==> src/rtl/player_pkg.sv <==
// Shared definitions for the player movement controller.
//   - Direction codes as seen on world_btns (U=8, D=4, R=2, L=1, none=0).
//   - btn_raw bit positions.
//   - Default screen/player geometry.
//   - FSM state type and the U>D>R>L direction priority function.
package player_pkg;

    localparam logic [3:0] DIR_NONE = 4'd0;
    localparam logic [3:0] DIR_U    = 4'd8;
    localparam logic [3:0] DIR_D    = 4'd4;
    localparam logic [3:0] DIR_R    = 4'd2;
    localparam logic [3:0] DIR_L    = 4'd1;

    // btn_raw bit positions: {C,U,D,R,L}
    localparam int unsigned BTN_L = 0;
    localparam int unsigned BTN_R = 1;
    localparam int unsigned BTN_D = 2;
    localparam int unsigned BTN_U = 3;
    localparam int unsigned BTN_C = 4;

    localparam int unsigned SCR_W_DEF = 640;
    localparam int unsigned SCR_H_DEF = 480;
    localparam int unsigned P_W_DEF   = 12;
    localparam int unsigned P_H_DEF   = 12;

    typedef enum logic {
        IDLE,
        MOVE
    } state_t;

    // Priority select on {U,D,R,L}; at most one direction code is returned.
    function automatic logic [3:0] dir_select(input logic [3:0] udrl);
        if (udrl[3])      return DIR_U;
        else if (udrl[2]) return DIR_D;
        else if (udrl[1]) return DIR_R;
        else if (udrl[0]) return DIR_L;
        else              return DIR_NONE;
    endfunction

endpackage

==> src/rtl/btn_sync_edge.sv <==
// Two-flop synchroniser for one asynchronous button plus a rising-edge pulse.
// Ports:
//   clk      in  system clock
//   rst_n    in  asynchronous active-low reset
//   i_async  in  raw button level (asynchronous)
//   o_sync   out synchronised level
//   o_rise   out one-cycle pulse on the 0->1 transition of o_sync
module btn_sync_edge (
    input  logic clk,
    input  logic rst_n,
    input  logic i_async,
    output logic o_sync,
    output logic o_rise
);

    logic r_meta;
    logic r_sync;
    logic r_prev;

    always_ff @(posedge clk or negedge rst_n) begin
        if (!rst_n) begin
            r_meta <= 1'b0;
            r_sync <= 1'b0;
            r_prev <= 1'b0;
        end else begin
            r_meta <= i_async;
            r_sync <= r_meta;
            r_prev <= r_sync;
        end
    end

    assign o_sync = r_sync;
    assign o_rise = r_sync & ~r_prev;

endmodule

==> src/rtl/player_ctrl.sv <==
// Player movement controller.
// Synchronises the five buttons, picks one direction (U>D>R>L), paces repeated
// steps with a divider, refuses steps blocked by any Rectangle, clamps to the
// screen, and cycles the player colour on each C press.
// Ports:
//   clk, rst_n          clock, asynchronous active-low reset
//   btn_raw[4:0]        raw buttons {C,U,D,R,L}
//   up/down/left/right_dis[N_RECT-1:0]  per-Rectangle block flags
//   player_hPos/vPos    player left/top edge (px)
//   player_color        current colour index
//   world_btns          direction code of last accepted step (0 after idle)
//   world_step          one-cycle pulse per accepted step
//   blocked             one-cycle pulse per refused step
module player_ctrl
    import player_pkg::*;
#(
    parameter int unsigned N_RECT   = 4,
    parameter int unsigned SCR_W    = SCR_W_DEF,
    parameter int unsigned SCR_H    = SCR_H_DEF,
    parameter int unsigned P_W      = P_W_DEF,
    parameter int unsigned P_H      = P_H_DEF,
    parameter int unsigned START_H  = 314,
    parameter int unsigned START_V  = 234,
    parameter int unsigned STEP_DIV = 4,
    parameter int unsigned N_COLORS = 4
) (
    input  logic              clk,
    input  logic              rst_n,
    input  logic [4:0]        btn_raw,
    input  logic [N_RECT-1:0] up_dis,
    input  logic [N_RECT-1:0] down_dis,
    input  logic [N_RECT-1:0] left_dis,
    input  logic [N_RECT-1:0] right_dis,
    output logic [11:0]       player_hPos,
    output logic [11:0]       player_vPos,
    output logic [3:0]        player_color,
    output logic [3:0]        world_btns,
    output logic              world_step,
    output logic              blocked
);

    localparam int unsigned DIV_W    = (STEP_DIV > 2) ? $clog2(STEP_DIV) : 1;
    localparam logic [DIV_W-1:0] DIV_LAST = DIV_W'(STEP_DIV - 1);
    localparam logic [11:0] H_MAX    = 12'(SCR_W - P_W);
    localparam logic [11:0] V_MAX    = 12'(SCR_H - P_H);
    localparam logic [11:0] H_START  = 12'(START_H);
    localparam logic [11:0] V_START  = 12'(START_V);
    localparam logic [3:0]  COL_LAST = 4'(N_COLORS - 1);

    logic [4:0] w_sync;
    logic [3:0] w_dir_rise_unused;
    logic       w_c_rise;
    logic [3:0] w_dir;
    logic       w_blk;
    logic       w_take_step;

    state_t           r_state;
    logic [DIV_W-1:0] r_div;
    logic [11:0]      r_hpos;
    logic [11:0]      r_vpos;
    logic [3:0]       r_color;
    logic [3:0]       r_btns;
    logic             r_step;
    logic             r_blocked;

    // Direction buttons only need their level; only C uses the edge pulse.
    for (genvar g = 0; g < 4; g++) begin : g_dir_sync
        btn_sync_edge u_sync (
            .clk     (clk),
            .rst_n   (rst_n),
            .i_async (btn_raw[g]),
            .o_sync  (w_sync[g]),
            .o_rise  (w_dir_rise_unused[g])
        );
    end

    btn_sync_edge u_sync_c (
        .clk     (clk),
        .rst_n   (rst_n),
        .i_async (btn_raw[BTN_C]),
        .o_sync  (w_sync[BTN_C]),
        .o_rise  (w_c_rise)
    );

    assign w_dir = dir_select(w_sync[BTN_U:BTN_L]);

    always_comb begin
        w_blk = 1'b0;
        unique case (w_dir)
            DIR_U:   w_blk = |up_dis;
            DIR_D:   w_blk = |down_dis;
            DIR_R:   w_blk = |right_dis;
            DIR_L:   w_blk = |left_dis;
            default: w_blk = 1'b0;
        endcase
    end

    // First step is immediate on press; further steps fire when the divider wraps.
    always_comb begin
        w_take_step = 1'b0;
        if (w_dir != DIR_NONE) begin
            if (r_state == IDLE) w_take_step = 1'b1;
            else                 w_take_step = (r_div == DIV_LAST);
        end
    end

    always_ff @(posedge clk or negedge rst_n) begin
        if (!rst_n) begin
            r_state   <= IDLE;
            r_div     <= '0;
            r_hpos    <= H_START;
            r_vpos    <= V_START;
            r_color   <= '0;
            r_btns    <= DIR_NONE;
            r_step    <= 1'b0;
            r_blocked <= 1'b0;
        end else begin
            r_step    <= 1'b0;
            r_blocked <= 1'b0;

            unique case (r_state)
                IDLE: begin
                    r_div <= '0;
                    if (w_dir != DIR_NONE) r_state <= MOVE;
                end
                MOVE: begin
                    if (w_dir == DIR_NONE) begin
                        r_state <= IDLE;
                        r_div   <= '0;
                        r_btns  <= DIR_NONE;
                    end else if (r_div == DIV_LAST) begin
                        r_div <= '0;
                    end else begin
                        r_div <= r_div + 1'b1;
                    end
                end
                default: r_state <= IDLE;
            endcase

            // Edge compare precedes the +/-1 so the position never wraps;
            // a clamped step still reports world_step for scrolling.
            if (w_take_step) begin
                if (w_blk) begin
                    r_blocked <= 1'b1;
                end else begin
                    r_step <= 1'b1;
                    r_btns <= w_dir;
                    unique case (w_dir)
                        DIR_U:   if (r_vpos != 12'd0) r_vpos <= r_vpos - 12'd1;
                        DIR_D:   if (r_vpos != V_MAX) r_vpos <= r_vpos + 12'd1;
                        DIR_R:   if (r_hpos != H_MAX) r_hpos <= r_hpos + 12'd1;
                        DIR_L:   if (r_hpos != 12'd0) r_hpos <= r_hpos - 12'd1;
                        default: ;
                    endcase
                end
            end

            if (w_c_rise) begin
                r_color <= (r_color == COL_LAST) ? 4'd0 : r_color + 4'd1;
            end
        end
    end

    assign player_hPos  = r_hpos;
    assign player_vPos  = r_vpos;
    assign player_color = r_color;
    assign world_btns   = r_btns;
    assign world_step   = r_step;
    assign blocked      = r_blocked;

endmodule

==> config.mk <==
export PLATFORM = sky130hd
export DESIGN_NAME = player_ctrl
export DESIGN_NICKNAME = d
export VERILOG_FILES = /design/src/rtl/player_pkg.sv /design/src/rtl/btn_sync_edge.sv /design/src/rtl/player_ctrl.sv
export SDC_FILE = /design/constraint.sdc
export NUM_CORES = 1
export LEC_CHECK = 0
export ABC_AREA = 0
export CAP_MARGIN = 15
export CORE_MARGIN = 4
export CORE_UTILIZATION = 45
export CTS_CLUSTER_SIZE = 14
export DETAILED_ROUTE_END_ITERATION = 8
export PLACE_DENSITY = 0.72
export SLEW_MARGIN = 0
export SYNTH_ARGS = -nofsm -noshare
export SYNTH_HDL_FRONTEND = slang
export SYNTH_SLANG_ARGS = --single-unit
==> constraint.sdc <==
create_clock -name clk -period 3.35 [get_ports clk]
set_input_delay 0.5025 -clock clk [delete_from_list [all_inputs] [get_ports clk]]
set_output_delay 0.5025 -clock clk [all_outputs]
set_load 0.05 [all_outputs]
== Yosys cells after proc, flatten, opt, wreduce, memory -nomap -nowiden ==
Cells that the tools add are included.
Word-level totals
  bits in registers: 48
  output and inout port bits: 34
  logic and storage cells: 81
Operators by class
  add/sub/neg operators: 6
  equality and inequality tests: 12
  muxes and demuxes: 28
  bitwise logic cells: 4
  reductions and logical operators: 12
Operators by type and width (number)
  2-to-1 mux 12 bit: 4
  one-hot mux 12 bit (2 select lines): 2
  adder 12 x 1 -> 12 bit (second input constant): 2
  2-to-1 mux 4 bit: 6
  nonzero test 12 bit: 2
  subtractor 12 x 1 -> 12 bit (second input constant): 2
  OR reduction 4 bit: 4
  inequality test 12 x 10 -> 1 bit (second input constant): 1
  inequality test 12 x 9 -> 1 bit (second input constant): 1
  AND reduction 5 bit: 2
  2-to-1 mux 1 bit: 9
  equality test 4 x 2 -> 1 bit (second input constant): 2
  inequality test 2 bit (second input constant): 4
  2-to-1 mux 2 bit: 3
  adder 4 x 1 -> 4 bit (second input constant): 1
  equality test 4 x 1 -> 1 bit (second input constant): 1
  equality test 4 x 3 -> 1 bit (second input constant): 1
  equality test 4 bit (second input constant): 1
  zero test 4 bit: 1
  one-hot mux 1 bit (4 select lines): 1
  one-hot mux 2 bit (2 select lines): 1
  nonzero test 2 bit: 2
  nonzero test 4 bit: 1
  2-to-1 mux 3 bit: 1
  other kinds (5): 7

== Longest topological paths before layout ==
  depth after elaboration: 9
  mapped depth: 11
  gate-level depth less buffers: 9

== By module ==
From an unflattened synthesis, not the netlist that was laid out.
Second synthesis, totals
  cell total of the unflattened synthesis: 257
  area total of the unflattened synthesis: 2830.2 um^2
Modules (own cells, without submodules)
  player_ctrl: times used 1, cells an instance 237, area each 2386.0 um^2
  btn_sync_edge: times used 5, cells an instance 4, area each 88.8 um^2

== Worst setup path before layout ==
No wires, ideal clock.
  path type: register -> register
  start: reg g_dir_sync[3].u_sync.r_sync
  end: reg r_vpos[11], in the netlist player_vPos[11]
  setup time: 0.082 ns
  data arrival time: 2.384 ns
  required time: 3.268 ns
  path slack: 0.884 ns
  stages on the path, launching flop included: 10
  period minus slack after synthesis: 2.466 ns
  cells stage by stage: dfrtp_1 buf_6 nand2b_1 ha_1 o21ai_0 nor2_1 o211ai_1 o311ai_0 mux2i_1 xor2_1
Between the ends
  word-level cells in the longest chain between the ends: 5
  elaborated cells between the ends (all ways): 14
  those cells by class: 6 x eq/ne; 4 x mux; 1 x bitwise; 3 x reduce/logical
Ends and longest elaborated chain
  from (decl): line btn_sync_edge.sv:17  | logic r_sync;
  from (signal assigned): line btn_sync_edge.sv:27  | r_sync <= r_meta;
  2-to-1 mux 4 bit (*): line player_pkg.sv:33  | if (udrl[3]) return DIR_U;
  equality test 4 x 1 -> 1 bit (tied with other cells): line player_ctrl.sv:89  | unique case (w_dir)
  one-hot mux 1 bit (4 select lines): line player_ctrl.sv:89
  inverter 1 bit (no line)
  AND reduction 5 bit (no line)
  to (signal assigned): line player_ctrl.sv:149  | DIR_U: if (r_vpos != 12'd0) r_vpos <= r_vpos - 12'd1;
  to (signal assigned): line player_ctrl.sv:150  | DIR_D: if (r_vpos != V_MAX) r_vpos <= r_vpos + 12'd1;
  to (decl): line player_ctrl.sv:60  | logic [11:0] r_vpos;
Every way passes the cells marked *; elsewhere a longest branch is shown, timed or not.
A chain may end at the register's enable or synchronous reset.

== Worst setup path after layout ==
  start: reg g_dir_sync[3].u_sync.r_sync
  end: reg r_vpos[10], in the netlist player_vPos[10]
The elaborated chain is that of the path after synthesis.

==> results.sh <==
export IMPL_p_leak_nw=1.37
export IMPL_portBuffers=56
export IMPL_finish_net_count=362
export IMPL_p_switching_mw=1.35
export IMPL_synth_seq_cells=48
export IMPL_antennaDiodeCount=0
export IMPL_tns_ps=0
export IMPL_syn_inst=267
export IMPL_syn_area_per_cell_sq_um=10.1
export IMPL_comb_power_share_pct=55.4
export IMPL_path_clk_slew_ps=90
export IMPL_grt_usage_pct=16.0
export IMPL_met2_usage_pct=24.4
export IMPL_hold_viol=0
export IMPL_yosys_area_top_type_share_pct=35.3
export IMPL_max_slew_margin_pct=31.1
export IMPL_p_sw_share_pct=46.6
export IMPL_sequentialPowerShare_pct=32.8
export IMPL_crit_fanout=11
export IMPL_finalCritPeriodShare_pct=81.9
export IMPL_post_cts_resized=0
export IMPL_drt_first_pass_iters=4
export IMPL_cts_root_buf="clkbuf_8"
export IMPL_clk_latency_ps=300
export IMPL_setup_viol_count_final=0
export IMPL_met1_usage_pct=22.6
export IMPL_path_class="flop to flop"
export IMPL_final_cells=398
export IMPL_clkPwrFrac_pct=11.8
export IMPL_internal_power_mw=1.55
export IMPL_total_power_mw=2.91
export IMPL_fin_crit_ps=2740
export IMPL_die_w_um=85.4
export IMPL_dieArea_sq_um=7290
export IMPL_avgViaCountPerCell=5.30
export IMPL_fillCellCount=469
export IMPL_grt_pass1_vias=1986
export IMPL_whs_ps=354
export IMPL_clock_path_buffers=2
export IMPL_area_growth_syn_to_layout_pct=26.0
export IMPL_grt_overflow=0
export IMPL_synth_area_leaders="dfrtp_1, dfstp_2, ha_1, xnor2_1, nand2_1"
export IMPL_ys_seq_area_share_pct=45.1
export IMPL_ant_nets=0
export IMPL_placedCellCount=390
export IMPL_syn_area_sq_um=2690
export IMPL_drt_total_wl_um=5580
export IMPL_place_area_sq_um=3300
export IMPL_dr_first_iter_drc_count=122
export IMPL_drive_above_1_share_pct=11.7
export IMPL_place_gp_congestion=0.892
export IMPL_cts_tree="built"
export IMPL_top_usage_layer="met2"
export IMPL_power_density_nw_per_um2=857
export IMPL_dp_hpwl_um=4180
export IMPL_crit_arrival_ps=2940
export IMPL_cts_hold_buf=0
export IMPL_final_cell_mix="clkdlybuf4s50_1, nand2_1, dfrtp_1"
export IMPL_avgRoutedWirePerCell_um=14.0
export IMPL_ys_flop_type="dfrtp_1"
export IMPL_cts_buffers=5
export IMPL_vias=2110
export IMPL_outcome="finished clean"
export IMPL_grt_pass1_wl_um=9500
export IMPL_synth_top_cell_by_area="dfrtp_1"
export IMPL_vdd_ir_drop_max_mv=0.678
export IMPL_cap_violations=0
export IMPL_die_h_um=85.4
export IMPL_required_ps=3540
export IMPL_antenna_found_initial=0
export IMPL_clock_sinks=48
export IMPL_r2r_slack_ps=610
export IMPL_post_route_util_pct=60.1
export IMPL_use_met3_pct=4.56
export IMPL_fin_skew_ps=10.2
export IMPL_rsz0062_at_grt="false"
export IMPL_cts_setup_buffers=0
export IMPL_drc=0
export IMPL_grt_max_degree=49
export IMPL_final_common_cell="clkdlybuf4s50_1"
export IMPL_setup_ws_ps=605
export IMPL_synth_nets=304
export IMPL_final_max_slew_viol_count=0
export IMPL_synthArstFlopShare_pct=100
export IMPL_crit_path_start_kind="flop"
export IMPL_dp_slack_ps=598
export IMPL_h_tree_depth=2
export IMPL_max_freq_mhz=364
export IMPL_io_pins=57
export IMPL_min_path_type="flop to flop"
export IMPL_synth_edff_count=0
export IMPL_core_sq_um=5640
export IMPL_row_count=27
export IMPL_fin_area_sq_um=3390
export IMPL_worst_pin_slew_ps=1030
export IMPL_initial_utilization_pct=47.7
export IMPL_synth_cell_types=50
export IMPL_end_kind="flop"
export IMPL_yosysWarnings=0
-- synthesized netlist by cell type (3+ instances only) --
cell and number:
dfrtp_1 38, nand2_1 38, nor2_1 22, xnor2_1 17, ha_1 13, o21ai_0 12
dfstp_2 10, nor3_1 10, mux2_2 8, nand2b_1 8, a21oi_1 7, a211oi_1 6
nor4_1 6, inv_1 5, nand3_1 5, or3_1 5, o21ai_1 4, xor2_1 4
a21o_1 3, and3_1 3, buf_6 3, clkbuf_1 3, mux2i_1 3, o31ai_1 3
-- final timing paths --
kind                                        startpoint                          end  cells after the start
setup / recovery           g_dir_sync[3].u_sync.o_sync              player_vPos[10]                      8
hold reg to reg            g_dir_sync[0].u_sync.r_meta  g_dir_sync[0].u_sync.o_sync                      0
min in group asynchronous                        rst_n              u_sync_c.r_prev                      1
max in group asynchronous                        rst_n               player_hPos[7]                      1
hold / removal             g_dir_sync[0].u_sync.r_meta  g_dir_sync[0].u_sync.o_sync                      0
setup reg to reg           g_dir_sync[3].u_sync.o_sync              player_vPos[10]                      8
-- critical path, stage by stage, from the launching register on --
cell      delay (ps)
dfrtp_1          490
nand2b_1         410
ha_1             470
a21oi_1          100
o21ai_0          430
o211ai_1         170
a21oi_1          220
xnor2_1           90
mux2_2           260
-- routing by layer --
metal,up-vias,share of wire (%)
met3,2,6.8
met5,-,0
met1,983,50
li1,1073,-
met4,0,0.52
met2,52,43
-- flip-flops by register name (all words and copies together), names as in the netlist --
name	flops
player_hPos	12
u_sync_c.r_prev	1
world_btns	4
u_sync_c.r_meta	1
world_step	1
r_state	1
blocked	1
player_vPos	12
g_dir_sync.u_sync.o_sync	4
g_dir_sync.u_sync.r_meta	4
r_div	2
u_sync_c.o_sync	1
player_color	4
-- layout make-up --
| type | instances | area, sq um | area share [%] |
|---|---|---|---|
| Sequential cell | 48 | 1210 | 35.8 |
| Clock buffer | 6 | 72.6 | 2.14 |
| Timing Repair Buffer | 58 | 571 | 16.8 |
| Clock inverter | 2 | 16.3 | 0.480 |
| Tap cell | 72 | 90.1 | 2.66 |
| Inverter | 5 | 18.8 | 0.553 |
| Multi-Input combinational cell | 207 | 1410 | 41.6 |
-- power groups by stage --
stage | Clock, mW | Combinational, mW | Sequential [mW]
6_report | 0.344 | 1.61 | 0.954
3_5_place_dp | 0 | 1.61 | 0.965
5_1_grt | 0.383 | 1.75 | 0.989
4_1_cts | 0.356 | 1.62 | 0.956
2_1_floorplan | 0 | 0.734 | 1.37
3_3_place_gp | 0 | 1.60 | 0.962
-- cells by family after synthesis --
family / after synthesis / synth area share [%]
and+or+nand+nor: 111 / 21.4
AOI/OAI and AO/OA: 49 / 12.3
DFF: 48 / 45.1
xor gates and xnor gates: 21 / 6.83
adders and majority gates: 14 / 6.78
buffers and inverters: 12 / 2.56
muxes: 12 / 5.02
Note: power is estimated with default switching activity, not from simulation.
